<file path="config.mk">
export PLATFORM = sky130hd
export DESIGN_NAME = double_to_pcm16_iter
export DESIGN_NICKNAME = d
export VERILOG_FILES = /design/src/rtl/double_to_pcm16_iter_pkg.sv /design/src/rtl/pcm16_round_sat.sv /design/src/rtl/double_to_pcm16_iter.sv
export SDC_FILE = /design/constraint.sdc
export NUM_CORES = 1
export LEC_CHECK = 0
export CAP_MARGIN = 20
export CORE_MARGIN = 8
export CORE_UTILIZATION = 45
export DETAILED_ROUTE_END_ITERATION = 8
export MAX_ROUTING_LAYER = met4
export PLACE_DENSITY = 0.65
export SLEW_MARGIN = 10
export SYNTH_ARGS = -nofsm -noshare
export SYNTH_HDL_FRONTEND = slang
export SYNTH_HIERARCHICAL = 1
export SYNTH_SLANG_ARGS = --single-unit
export TNS_END_PERCENT = 50
</file>
<file path="constraint.sdc">
create_clock -name clk_operation -period 6.5 [get_ports clk_operation]
set_input_delay 1.625 -clock clk_operation [delete_from_list [all_inputs] [get_ports clk_operation]]
set_output_delay 1.625 -clock clk_operation [all_outputs]
set_load 0.05 [all_outputs]
</file>
<file path="src/rtl/double_to_pcm16_iter_pkg.sv">
// Shared definitions for the double-to-PCM16 iterative converter:
// binary64 field constants, PCM limits, the FSM state type and a
// helper that splits a binary64 word into sign, exponent and fraction.
package double_to_pcm16_iter_pkg;

  localparam int DBL_BIAS   = 1023;
  localparam int DBL_EXP_W  = 11;
  localparam int DBL_FRAC_W = 52;

  localparam logic [15:0] PCM_MAX = 16'h7FFF;
  localparam logic [15:0] PCM_MIN = 16'h8000;

  typedef enum logic [2:0] {
    ST_IDLE,
    ST_UNPACK,
    ST_SHIFT,
    ST_ROUND,
    ST_DONE
  } state_t;

  typedef struct packed {
    logic                  sign;
    logic [DBL_EXP_W-1:0]  expo;
    logic [DBL_FRAC_W-1:0] frac;
  } dbl_fields_t;

  function automatic dbl_fields_t split_double(input logic [63:0] d);
    dbl_fields_t f;
    f.sign = d[63];
    f.expo = d[62:52];
    f.frac = d[51:0];
    return f;
  endfunction

endpackage

</file>
<file path="src/rtl/pcm16_round_sat.sv">
// Round-to-nearest-even, positive saturation and sign application for
// a 15-bit integer magnitude plus its guard and sticky bits.
// With DOUBLE_TO_PCM_FLAGS_EN defined it also reports saturated/inexact.
module pcm16_round_sat
  import double_to_pcm16_iter_pkg::*;
(
  input  logic [14:0] mag,
  input  logic        guard,
  input  logic        sticky,
  input  logic        sign,
`ifdef DOUBLE_TO_PCM_FLAGS_EN
  output logic        saturated,
  output logic        inexact,
`endif
  output logic [15:0] result
);

  logic        inc;
  logic [15:0] rounded;

  // Round the magnitude, clamp +32768 to the positive limit, then negate for negative samples
  always_comb begin
    inc     = guard & (sticky | mag[0]);
    rounded = {1'b0, mag} + {15'd0, inc};
    result  = rounded;
    if (sign) begin
      result = ~rounded + 16'd1;
    end else if (rounded[15]) begin
      result = PCM_MAX;
    end
  end

`ifdef DOUBLE_TO_PCM_FLAGS_EN
  // Only a positive rounded magnitude of 32768 is out of range; -32768 is exact
  always_comb begin
    saturated = ~sign & rounded[15];
    inexact   = guard | sticky | saturated;
  end
`endif

endmodule

</file>
<file path="src/rtl/double_to_pcm16_iter.sv">
// Multi-cycle IEEE-754 binary64 to signed 16-bit PCM converter.
// The mantissa is shifted right STEP_BITS bits per cycle to keep the
// shifter small. Optional flag outputs: define DOUBLE_TO_PCM_FLAGS_EN.
module double_to_pcm16_iter
  import double_to_pcm16_iter_pkg::*;
#(
  parameter int STEP_BITS = 4
) (
  input  logic        clk_operation,
  input  logic        rst,
  input  logic        enable,
  input  logic [63:0] double,
`ifdef DOUBLE_TO_PCM_FLAGS_EN
  output logic        saturated,
  output logic        inexact,
`endif
  output logic [15:0] sig16b,
  output logic        ready,
  output logic        busy
);

  localparam logic [5:0]           STEP_W   = 6'(STEP_BITS);
  localparam logic [DBL_EXP_W-1:0] EXP_SAT  = DBL_EXP_W'(DBL_BIAS + 15);
  localparam logic [DBL_EXP_W-1:0] EXP_HALF = DBL_EXP_W'(DBL_BIAS - 1);
  localparam logic [DBL_EXP_W-1:0] SH_BASE  = DBL_EXP_W'(DBL_BIAS + DBL_FRAC_W);

  state_t      state_q, state_d;
  logic [63:0] dbl_q, dbl_d;
  logic [52:0] mant_q, mant_d;
  logic [1:0]  gr_q, gr_d;
  logic        sticky_q, sticky_d;
  logic [5:0]  rem_q, rem_d;
  logic        special_q, special_d;
  logic [15:0] spec_val_q, spec_val_d;
  logic [15:0] res_q, res_d;
  logic [15:0] sig16b_q, sig16b_d;
  logic        ready_q, ready_d;
  logic        busy_q, busy_d;

  dbl_fields_t fields;
  logic [5:0]  step;
  logic [54:0] ext;
  logic [54:0] ext_sh;
  logic        lost;
  logic [15:0] rs_result;

`ifdef DOUBLE_TO_PCM_FLAGS_EN
  logic spec_sat_q, spec_sat_d;
  logic spec_inx_q, spec_inx_d;
  logic res_sat_q, res_sat_d;
  logic res_inx_q, res_inx_d;
  logic sat_q, sat_d;
  logic inx_q, inx_d;
  logic rs_sat, rs_inx;
`endif

  pcm16_round_sat u_round (
    .mag      (mant_q[14:0]),
    .guard    (gr_q[1]),
    .sticky   (gr_q[0] | sticky_q),
    .sign     (fields.sign),
`ifdef DOUBLE_TO_PCM_FLAGS_EN
    .saturated(rs_sat),
    .inexact  (rs_inx),
`endif
    .result   (rs_result)
  );

  // Next-state and datapath logic for the IDLE/UNPACK/SHIFT/ROUND/DONE sequence
  always_comb begin
    state_d    = state_q;
    dbl_d      = dbl_q;
    mant_d     = mant_q;
    gr_d       = gr_q;
    sticky_d   = sticky_q;
    rem_d      = rem_q;
    special_d  = special_q;
    spec_val_d = spec_val_q;
    res_d      = res_q;
    sig16b_d   = sig16b_q;
    ready_d    = 1'b0;
    busy_d     = busy_q;
`ifdef DOUBLE_TO_PCM_FLAGS_EN
    spec_sat_d = spec_sat_q;
    spec_inx_d = spec_inx_q;
    res_sat_d  = res_sat_q;
    res_inx_d  = res_inx_q;
    sat_d      = sat_q;
    inx_d      = inx_q;
`endif

    fields = split_double(dbl_q);
    step   = (rem_q < STEP_W) ? rem_q : STEP_W;
    ext    = {mant_q, gr_q};
    lost   = 1'b0;
    for (int i = 0; i < STEP_BITS; i++) begin
      if (i < int'(step)) lost = lost | ext[i];
    end
    ext_sh = ext >> step;

    case (state_q)
      ST_IDLE: begin
        if (enable && !ready_q) begin
          dbl_d   = double;
          busy_d  = 1'b1;
          state_d = ST_UNPACK;
        end
      end

      ST_UNPACK: begin
        mant_d     = {1'b1, fields.frac};
        gr_d       = 2'b00;
        sticky_d   = 1'b0;
        rem_d      = 6'(SH_BASE - fields.expo);
        special_d  = 1'b1;
        spec_val_d = 16'h0000;
        state_d    = ST_ROUND;
`ifdef DOUBLE_TO_PCM_FLAGS_EN
        spec_sat_d = 1'b0;
        spec_inx_d = 1'b0;
`endif
        if (fields.expo == '1) begin
          if (fields.frac == '0) begin
            spec_val_d = fields.sign ? PCM_MIN : PCM_MAX;
`ifdef DOUBLE_TO_PCM_FLAGS_EN
            spec_sat_d = 1'b1;
            spec_inx_d = 1'b1;
`endif
          end else begin
`ifdef DOUBLE_TO_PCM_FLAGS_EN
            spec_inx_d = 1'b1;
`endif
          end
        end else if (fields.expo == '0) begin
          spec_val_d = 16'h0000;
        end else if (fields.expo >= EXP_SAT) begin
          spec_val_d = fields.sign ? PCM_MIN : PCM_MAX;
`ifdef DOUBLE_TO_PCM_FLAGS_EN
          spec_sat_d = !(fields.sign && fields.expo == EXP_SAT && fields.frac == '0);
          spec_inx_d = !(fields.sign && fields.expo == EXP_SAT && fields.frac == '0);
`endif
        end else if (fields.expo < EXP_HALF) begin
          spec_val_d = 16'h0000;
        end else begin
          special_d = 1'b0;
          state_d   = ST_SHIFT;
        end
      end

      ST_SHIFT: begin
        mant_d   = ext_sh[54:2];
        gr_d     = ext_sh[1:0];
        sticky_d = sticky_q | lost;
        rem_d    = rem_q - step;
        if (rem_q == step) state_d = ST_ROUND;
      end

      ST_ROUND: begin
        res_d   = special_q ? spec_val_q : rs_result;
`ifdef DOUBLE_TO_PCM_FLAGS_EN
        res_sat_d = special_q ? spec_sat_q : rs_sat;
        res_inx_d = special_q ? spec_inx_q : rs_inx;
`endif
        state_d = ST_DONE;
      end

      ST_DONE: begin
        sig16b_d = res_q;
        ready_d  = 1'b1;
        busy_d   = 1'b0;
`ifdef DOUBLE_TO_PCM_FLAGS_EN
        sat_d    = res_sat_q;
        inx_d    = res_inx_q;
`endif
        state_d  = ST_IDLE;
      end

      default: begin
        state_d = ST_IDLE;
        busy_d  = 1'b0;
      end
    endcase
  end

  // State and output registers; reset discards any conversion in flight
  always_ff @(posedge clk_operation) begin
    if (rst) begin
      state_q    <= ST_IDLE;
      dbl_q      <= '0;
      mant_q     <= '0;
      gr_q       <= '0;
      sticky_q   <= 1'b0;
      rem_q      <= '0;
      special_q  <= 1'b0;
      spec_val_q <= '0;
      res_q      <= '0;
      sig16b_q   <= '0;
      ready_q    <= 1'b0;
      busy_q     <= 1'b0;
`ifdef DOUBLE_TO_PCM_FLAGS_EN
      spec_sat_q <= 1'b0;
      spec_inx_q <= 1'b0;
      res_sat_q  <= 1'b0;
      res_inx_q  <= 1'b0;
      sat_q      <= 1'b0;
      inx_q      <= 1'b0;
`endif
    end else begin
      state_q    <= state_d;
      dbl_q      <= dbl_d;
      mant_q     <= mant_d;
      gr_q       <= gr_d;
      sticky_q   <= sticky_d;
      rem_q      <= rem_d;
      special_q  <= special_d;
      spec_val_q <= spec_val_d;
      res_q      <= res_d;
      sig16b_q   <= sig16b_d;
      ready_q    <= ready_d;
      busy_q     <= busy_d;
`ifdef DOUBLE_TO_PCM_FLAGS_EN
      spec_sat_q <= spec_sat_d;
      spec_inx_q <= spec_inx_d;
      res_sat_q  <= res_sat_d;
      res_inx_q  <= res_inx_d;
      sat_q      <= sat_d;
      inx_q      <= inx_d;
`endif
    end
  end

  assign sig16b = sig16b_q;
  assign ready  = ready_q;
  assign busy   = busy_q;
`ifdef DOUBLE_TO_PCM_FLAGS_EN
  assign saturated = sat_q;
  assign inexact   = inx_q;
`endif

endmodule

</file>
==> flow_summary.rst <==
.. list-table::
   :header-rows: 1

   * - Metric
     - Value
   * - Gpl congestion
     - 0.911
   * - Post-CTS Setup Inserts
     - 0
   * - Status
     - completed
   * - Launching element of the worst setup path
     - gr_q[0]
   * - Cell family with most CP delay
     - simple AND/OR/NAND/NOR gates
   * - Delay contributed by the slowest stage of the critical path
     - 430 ps
   * - Arrival @ worst endpoint
     - 3880 ps
   * - Net Sw Frac
     - 37.3%
   * - Synthesized instance count
     - 1160
   * - Count of input and output buffers
     - 84
   * - # IOs
     - 85
   * - Part of the total power dissipated in the clock network
     - 28.8%
   * - Number of slew-limit violations in the final report
     - 0
   * - Total Routing Usage GR
     - 20.4%
   * - WP data required
     - 6840 ps
   * - Setup WS post-layout
     - 2960 ps
   * - Slew @ Worst Pin
     - 1060 ps
   * - Part of the Yosys area used for sequential elements
     - 35.2%
   * - Pre-CTS setup slack
     - 2970 ps
   * - Maximum count of clock buffers along a single path
     - 2
   * - Number of antenna repair diodes
     - 0
   * - Type of the most critical hold path
     - register to register
   * - Share of synthesized registers carrying an async set or reset
     - 0%
   * - Yosys warning count
     - 6
   * - Hold buffer count at cts
     - 0
   * - Final worst path period need
     - 3540 ps
   * - Mean Syn Cell Area
     - 8.14 µm²
   * - Core region area
     - 20800 µm²
   * - Die Y-Extent
     - 161 µm
   * - Area share of the largest cell type after synthesis
     - 35.2%
   * - Most common cell on crit path
     - sky130_fd_sc_hd__ha_1
   * - Clk sink count
     - 166
   * - Final HPWL from detailed placement
     - 17.3 mm
   * - Highest attainable clock frequency
     - 283 MHz
   * - Max stage delay cell, worst path
     - sky130_fd_sc_hd__a2111oi_4
   * - Router iterations before antenna repair
     - 5
   * - Nature of the critical path endpoint
     - register
   * - Via count of the first global-routing pass
     - 8479
   * - Number of distinct library cells after synthesis
     - 82
   * - Clk_lat worst skew
     - 430 ps
   * - DR WL/cell
     - 18.0 µm
   * - Relative contribution of combinational cells to total power
     - 31.9%
   * - Total of max-cap violations
     - 0
   * - Net Switching
     - 1.29 mW
   * - Cell area after synthesis
     - 9440 µm²
   * - Total Nets Final
     - 1251
   * - Share of final-layout standard cells stronger than drive strength 1
     - 11.1%
   * - Path type of the worst setup path
     - register to register
   * - Final wirelength
     - 26.3 mm
   * - Startpoint of the lowest-slack hold path
     - sig16b[10]
   * - Cell type with the largest total area after synthesis
     - sky130_fd_sc_hd__dfxtp_1
   * - Area of the die
     - 25900 µm²
   * - Initial standard-cell utilization of the core
     - 45.3%
   * - Maximum VDD drop
     - 0.250 mV
   * - CTS Buf Count
     - 17
   * - Root Driver
     - sky130_fd_sc_hd__clkbuf_16
   * - Filler Cells Inserted
     - 2048
   * - Sequential share of power
     - 39.4%
   * - # DRC
     - 0
   * - Critical-path cell list
     - or2_2 -> o21a_1 -> ha_1 -> ha_1 -> xor2_1 -> or3_4 -> a2111oi_4 -> nand3_2 -> or3_1 -> a31oi_1 -> a21oi_1 -> a211oi_1
   * - Buffers & Inverters on Critical Path
     - 0
   * - Layout-stage area growth over the synthesis result
     - 15.3%
   * - Area contributors post-synth
     - sky130_fd_sc_hd__dfxtp_1 35%, sky130_fd_sc_hd__nand2_1 11%, sky130_fd_sc_hd__a21oi_1 6.8%, sky130_fd_sc_hd__mux4_2 6.2%, sky130_fd_sc_hd__mux2i_1 4.2%
   * - Count of H-tree levels built during CTS
     - 4
   * - Post-CTS Resized
     - 0
   * - Period utilisation layout
     - 54.4%
   * - Maximum net fanout on the critical path
     - 7
   * - Post-Route Utilization
     - 52.3%
   * - Most common cell in the netlist
     - sky130_fd_sc_hd__nand2_1
   * - Initial antenna violation count
     - 0
   * - Num rows
     - 53
   * - Final sum of negative setup slack
     - 0 ps
   * - Clock skew
     - 8.17 ps
   * - Top cell types by occurrence after synthesis
     - 272 x sky130_fd_sc_hd__nand2_1, 166 x sky130_fd_sc_hd__dfxtp_1, 129 x sky130_fd_sc_hd__a21oi_1
   * - Maximum number of pins on one net before global-route repair
     - 79
   * - Total congestion overflow
     - 0
   * - Internal
     - 2.16 mW
   * - Final hold violation count
     - 0
   * - Via count
     - 8861
   * - Clk slew on worst S/H paths
     - 70 ps
   * - Ratio of routed vias to standard cells
     - 6.04
   * - Total of endpoints with negative setup slack in the final report
     - 0
   * - Relative slew slack
     - 29.5%
   * - Static leakage power
     - 3.63 nW
   * - Number of synthesized flops with an enable pin
     - 0
   * - Power density relative to cell area
     - 316 nW/µm²
   * - Net Count, Synth
     - 1233
   * - Main flop type after synthesis
     - sky130_fd_sc_hd__dfxtp_1
   * - Starting DRT DRC Count
     - 714
   * - R2r startpoint
     - gr_q[0]
   * - Critical Path Source Type
     - register
   * - Horizontal die dimension
     - 161 µm
   * - First-pass GRT wire length
     - 42.9 mm
   * - TritonCTS clock tree
     - done
   * - Register bit count reported by yosys
     - 166
   * - Unrepaired setup endpoints after global routing
     - false
   * - Remaining antenna violation count
     - 0
[placed cells by master, fill, tap and decap left out, types with 5 or more instances in the layout]
cell type,n
sky130_fd_sc_hd__inv_1,12
sky130_fd_sc_hd__nand2_1,271
sky130_fd_sc_hd__mux2_2,11
sky130_fd_sc_hd__dfxtp_1,165
sky130_fd_sc_hd__buf_4,15
sky130_fd_sc_hd__mux4_2,26
sky130_fd_sc_hd__xnor2_1,18
sky130_fd_sc_hd__and2_1,5
sky130_fd_sc_hd__o21ai_0,30
sky130_fd_sc_hd__a311oi_1,7
sky130_fd_sc_hd__nor2_1,58
sky130_fd_sc_hd__clkinv_2,5
sky130_fd_sc_hd__o221a_2,22
sky130_fd_sc_hd__clkdlybuf4s50_1,83
sky130_fd_sc_hd__xor2_1,8
sky130_fd_sc_hd__a22oi_1,10
sky130_fd_sc_hd__a21oi_1,129
sky130_fd_sc_hd__nand3_1,16
sky130_fd_sc_hd__o41a_1,6
sky130_fd_sc_hd__a31oi_1,30
sky130_fd_sc_hd__o21ai_1,6
sky130_fd_sc_hd__a221oi_1,7
sky130_fd_sc_hd__a211oi_1,27
sky130_fd_sc_hd__nor3_1,13
sky130_fd_sc_hd__mux2i_1,40
sky130_fd_sc_hd__o22ai_1,9
sky130_fd_sc_hd__nor4_1,17
sky130_fd_sc_hd__ha_1,6
sky130_fd_sc_hd__nand4_1,16
sky130_fd_sc_hd__nor2b_1,9
sky130_fd_sc_hd__clkbuf_16,17
[routing by layer]
layer	vias up	part of all wire (%)	wire, µm	track usage (%)
met2	239	51	13400	34.1
met4	0	2.2	590	7.45
met3	36	4.2	1100	2.97
li1	4281	-	-	-
met1	4305	43	11300	24.7
met5	-	0	0	-
[registers in the layout, indices dropped and copies added (netlist names), 2 cells and up]
signal and cells:
res_q 16, dbl_q 64, mant_q 53, spec_val_q 2, state_q 3, gr_q 2
sig16b 16, rem_q 6
[power groups by stage]
stage	combinational, mW	sequential [mW]	clock (mW)
final	1.10	1.36	0.990
after global routing	1.20	1.38	1.05
after CTS	1.09	1.35	1.01
after detailed placement	1.09	1.37	0
after global placement	1.07	1.37	0
after floorplan	0.902	1.27	0
[area by class of cell]
cell class,instances,area (µm²),area share [%]
Clock inverter,14,125,1.15
Clock buffer,18,439,4.04
Inverter,12,45.0,0.414
Tap cell,275,344,3.16
Sequential cell,166,3320,30.5
Multi-Input combinational cell,882,5650,51.9
Timing Repair Buffer,99,958,8.81
[final timing paths]
kind	end	cells after the start	slack [ps]
min	sig16b[10]	2	450
max reg2reg	res_q[13]	12	2960
max	res_q[13]	12	2960
min reg2reg	sig16b[10]	2	450
[worst reg2reg max path, delay by kind of cell, from the launching register on]
kind,cells,cell delay (ps)
and+or+nand+nor,4,1240
adders and majority gates,2,570
DFF,1,330
AOI/OAI and AO/OA,5,1110
xor gates and xnor gates,1,230
[cell families after synthesis]
logic type / after synthesis / synth area share, %
adders and majority gates: 6 / 0.795
DFF: 166 / 35.2
AOI/OAI and AO/OA: 328 / 23.4
buffers and inverters: 112 / 5.30
other: 1 / 0.0397
muxes: 78 / 12.0
xor gates and xnor gates: 26 / 2.41
and+or+nand+nor: 443 / 20.9
[metrics by stage]
step	power, mW	instances	hold WS [ps]	cell area (µm²)
global route	3.63	1466	471	10900
detailed placement	2.46	1433	445	10300
floorplan	2.17	1160	417	9440
CTS	3.45	1465	455	10900
finish	3.44	1466	452	10900
global placement	2.44	1433	437	10300
No activity file was read; power rests on OpenSTA's default activity.
==> variant: new RTL, same flow settings <==
Add a define of `DOUBLE_TO_PCM_FLAGS_EN`.
--- a/src/rtl/pcm16_round_sat.sv
+++ b/src/rtl/pcm16_round_sat.sv
@@ -1,6 +1,8 @@
 // Round-to-nearest-even, positive saturation and sign application for
 // a 15-bit integer magnitude plus its guard and sticky bits.
 // With DOUBLE_TO_PCM_FLAGS_EN defined it also reports saturated/inexact.
+`define DOUBLE_TO_PCM_FLAGS_EN
+
 module pcm16_round_sat
   import double_to_pcm16_iter_pkg::*;
 (
Behaviour (old outputs only; new: inexact and saturated): unchanged (Yosys induction, for registers that start in step).
==> variant against the unedited design <==
  * Fmax is 2.9% higher
  * Routed wire length is 6.7% higher
  * Sequential cell count is 6 higher
  * Clock power is 12% higher
  * Power is 22% higher
  * Worst setup slack better by 0.098 ns
  * Cell area is 3.8% higher
  * Synthesized area is 3.6% higher
  * Critical path type unchanged
  * Highest routed layer unchanged
==> variant: results (changes against the unedited design) <==
Max Fanout on Critical Path - 10 (+3)
cell count after placement - 1520 (+6.1%)
Fin Clk Skew - 0.00784 ns (-0.000323 ns)
Worst VDD drop - 0.176 mV (-30%)
DR WL met2 - 13500 um (+1.1%)
vias in the first global route - 8812 (+3.9%)
Synth area leaders - dfxtp_1 (35%), nand2_1 (10%), a21oi_1 (7.5%), mux2i_1 (4.6%), mux4_2 (3.2%)
routed vias/inst - 5.93 (-1.8%)
wire length on met1 - 12400 um (+11%)
status - finished clean
Port Buffers - 86 (+2.4%)
metal3 WL - 1500 um (+36%)
Detail Placement HPWL - 18300 um (+5.8%)
Worst Path Arrival - 3.77 ns (-0.11 ns)
syn avg cell area - 7.85 um2 (-3.5%)
Slew @ Worst Pin - 0.991 ns (-0.0651 ns)
grt met1 use - 0.270 (+0.0237)
Placer Congestion - 0.851 (-6.6%)
Setup WS pre-CTS - 2.47 ns (-0.498 ns)
leakage - 3.79 nW (+4.4%)
largest net degree at the start of global routing - 65 (-18%)
nets - 1333 (+6.6%)
first-pass GRT wire length - 46200 um (+7.7%)
most instantiated cells after synthesis - nand2_1 (266), dfxtp_1 (172), a21oi_1 (146)
Seq/Total Area, Yosys - 0.352 (about the same)
global router's overall resource usage - 0.217 (+0.0131)
Avg WL per Cell - 18.1 um (+0.73%)
variant: critical path: stages (launching register included):
cell and delay (ns):
dfxtp_1 0.33, or2_2 0.30, o21a_1 0.19, ha_1 0.24, ha_1 0.33, xor2_1 0.23, or3_1 0.40, a21oi_2 0.23
nand3b_2 0.18, o31a_1 0.28, nor3_1 0.26, mux2i_1 0.13, a211oi_1 0.26
variant: cell families after synthesis:
family | Yosys count | synth area share
other cells | 1 | 0.000384
compound gates | 381 | 0.253
mux | 73 | 0.0944
simple gates | 470 | 0.221
xor+xnor | 18 | 0.0161
fa+ha+maj | 6 | 0.00768
buf+inv | 124 | 0.0553
flops | 172 | 0.352
variant: final cells by class:
class / instances / area (um2)
inverters: 19 / 71.3
flip-flops and latches: 172 / 3450
fillers: 2104 / 10300
clock buffers: 22 / 474
clock inverters: 10 / 163
multi-input cells: 949 / 5820
well taps: 280 / 350
repair buffers: 101 / 975
variant: where the power goes:
part	switching [W]	total (W)	internal, W	leakage [nW]
clock network	0.000433	0.00111	0.000675	0.306
logic	0.000935	0.00156	0.000627	2.08
registers	0.000297	0.00153	0.00123	1.41
total	0.00166	0.00420	0.00253	3.79
variant: worst paths after layout:
check                           slack [ns]                endpoint                   start
worst max-delay path                  3.06  res_q[15]$_SDFFE_PP0P_    gr_q[0]$_SDFFE_PP0P_
worst min-delay path                  0.45  sig16b[2]$_SDFFE_PP0P_  sig16b[2]$_SDFFE_PP0P_
worst max register to register        3.06  res_q[15]$_SDFFE_PP0P_    gr_q[0]$_SDFFE_PP0P_
worst min register to register        0.45  sig16b[2]$_SDFFE_PP0P_  sig16b[2]$_SDFFE_PP0P_
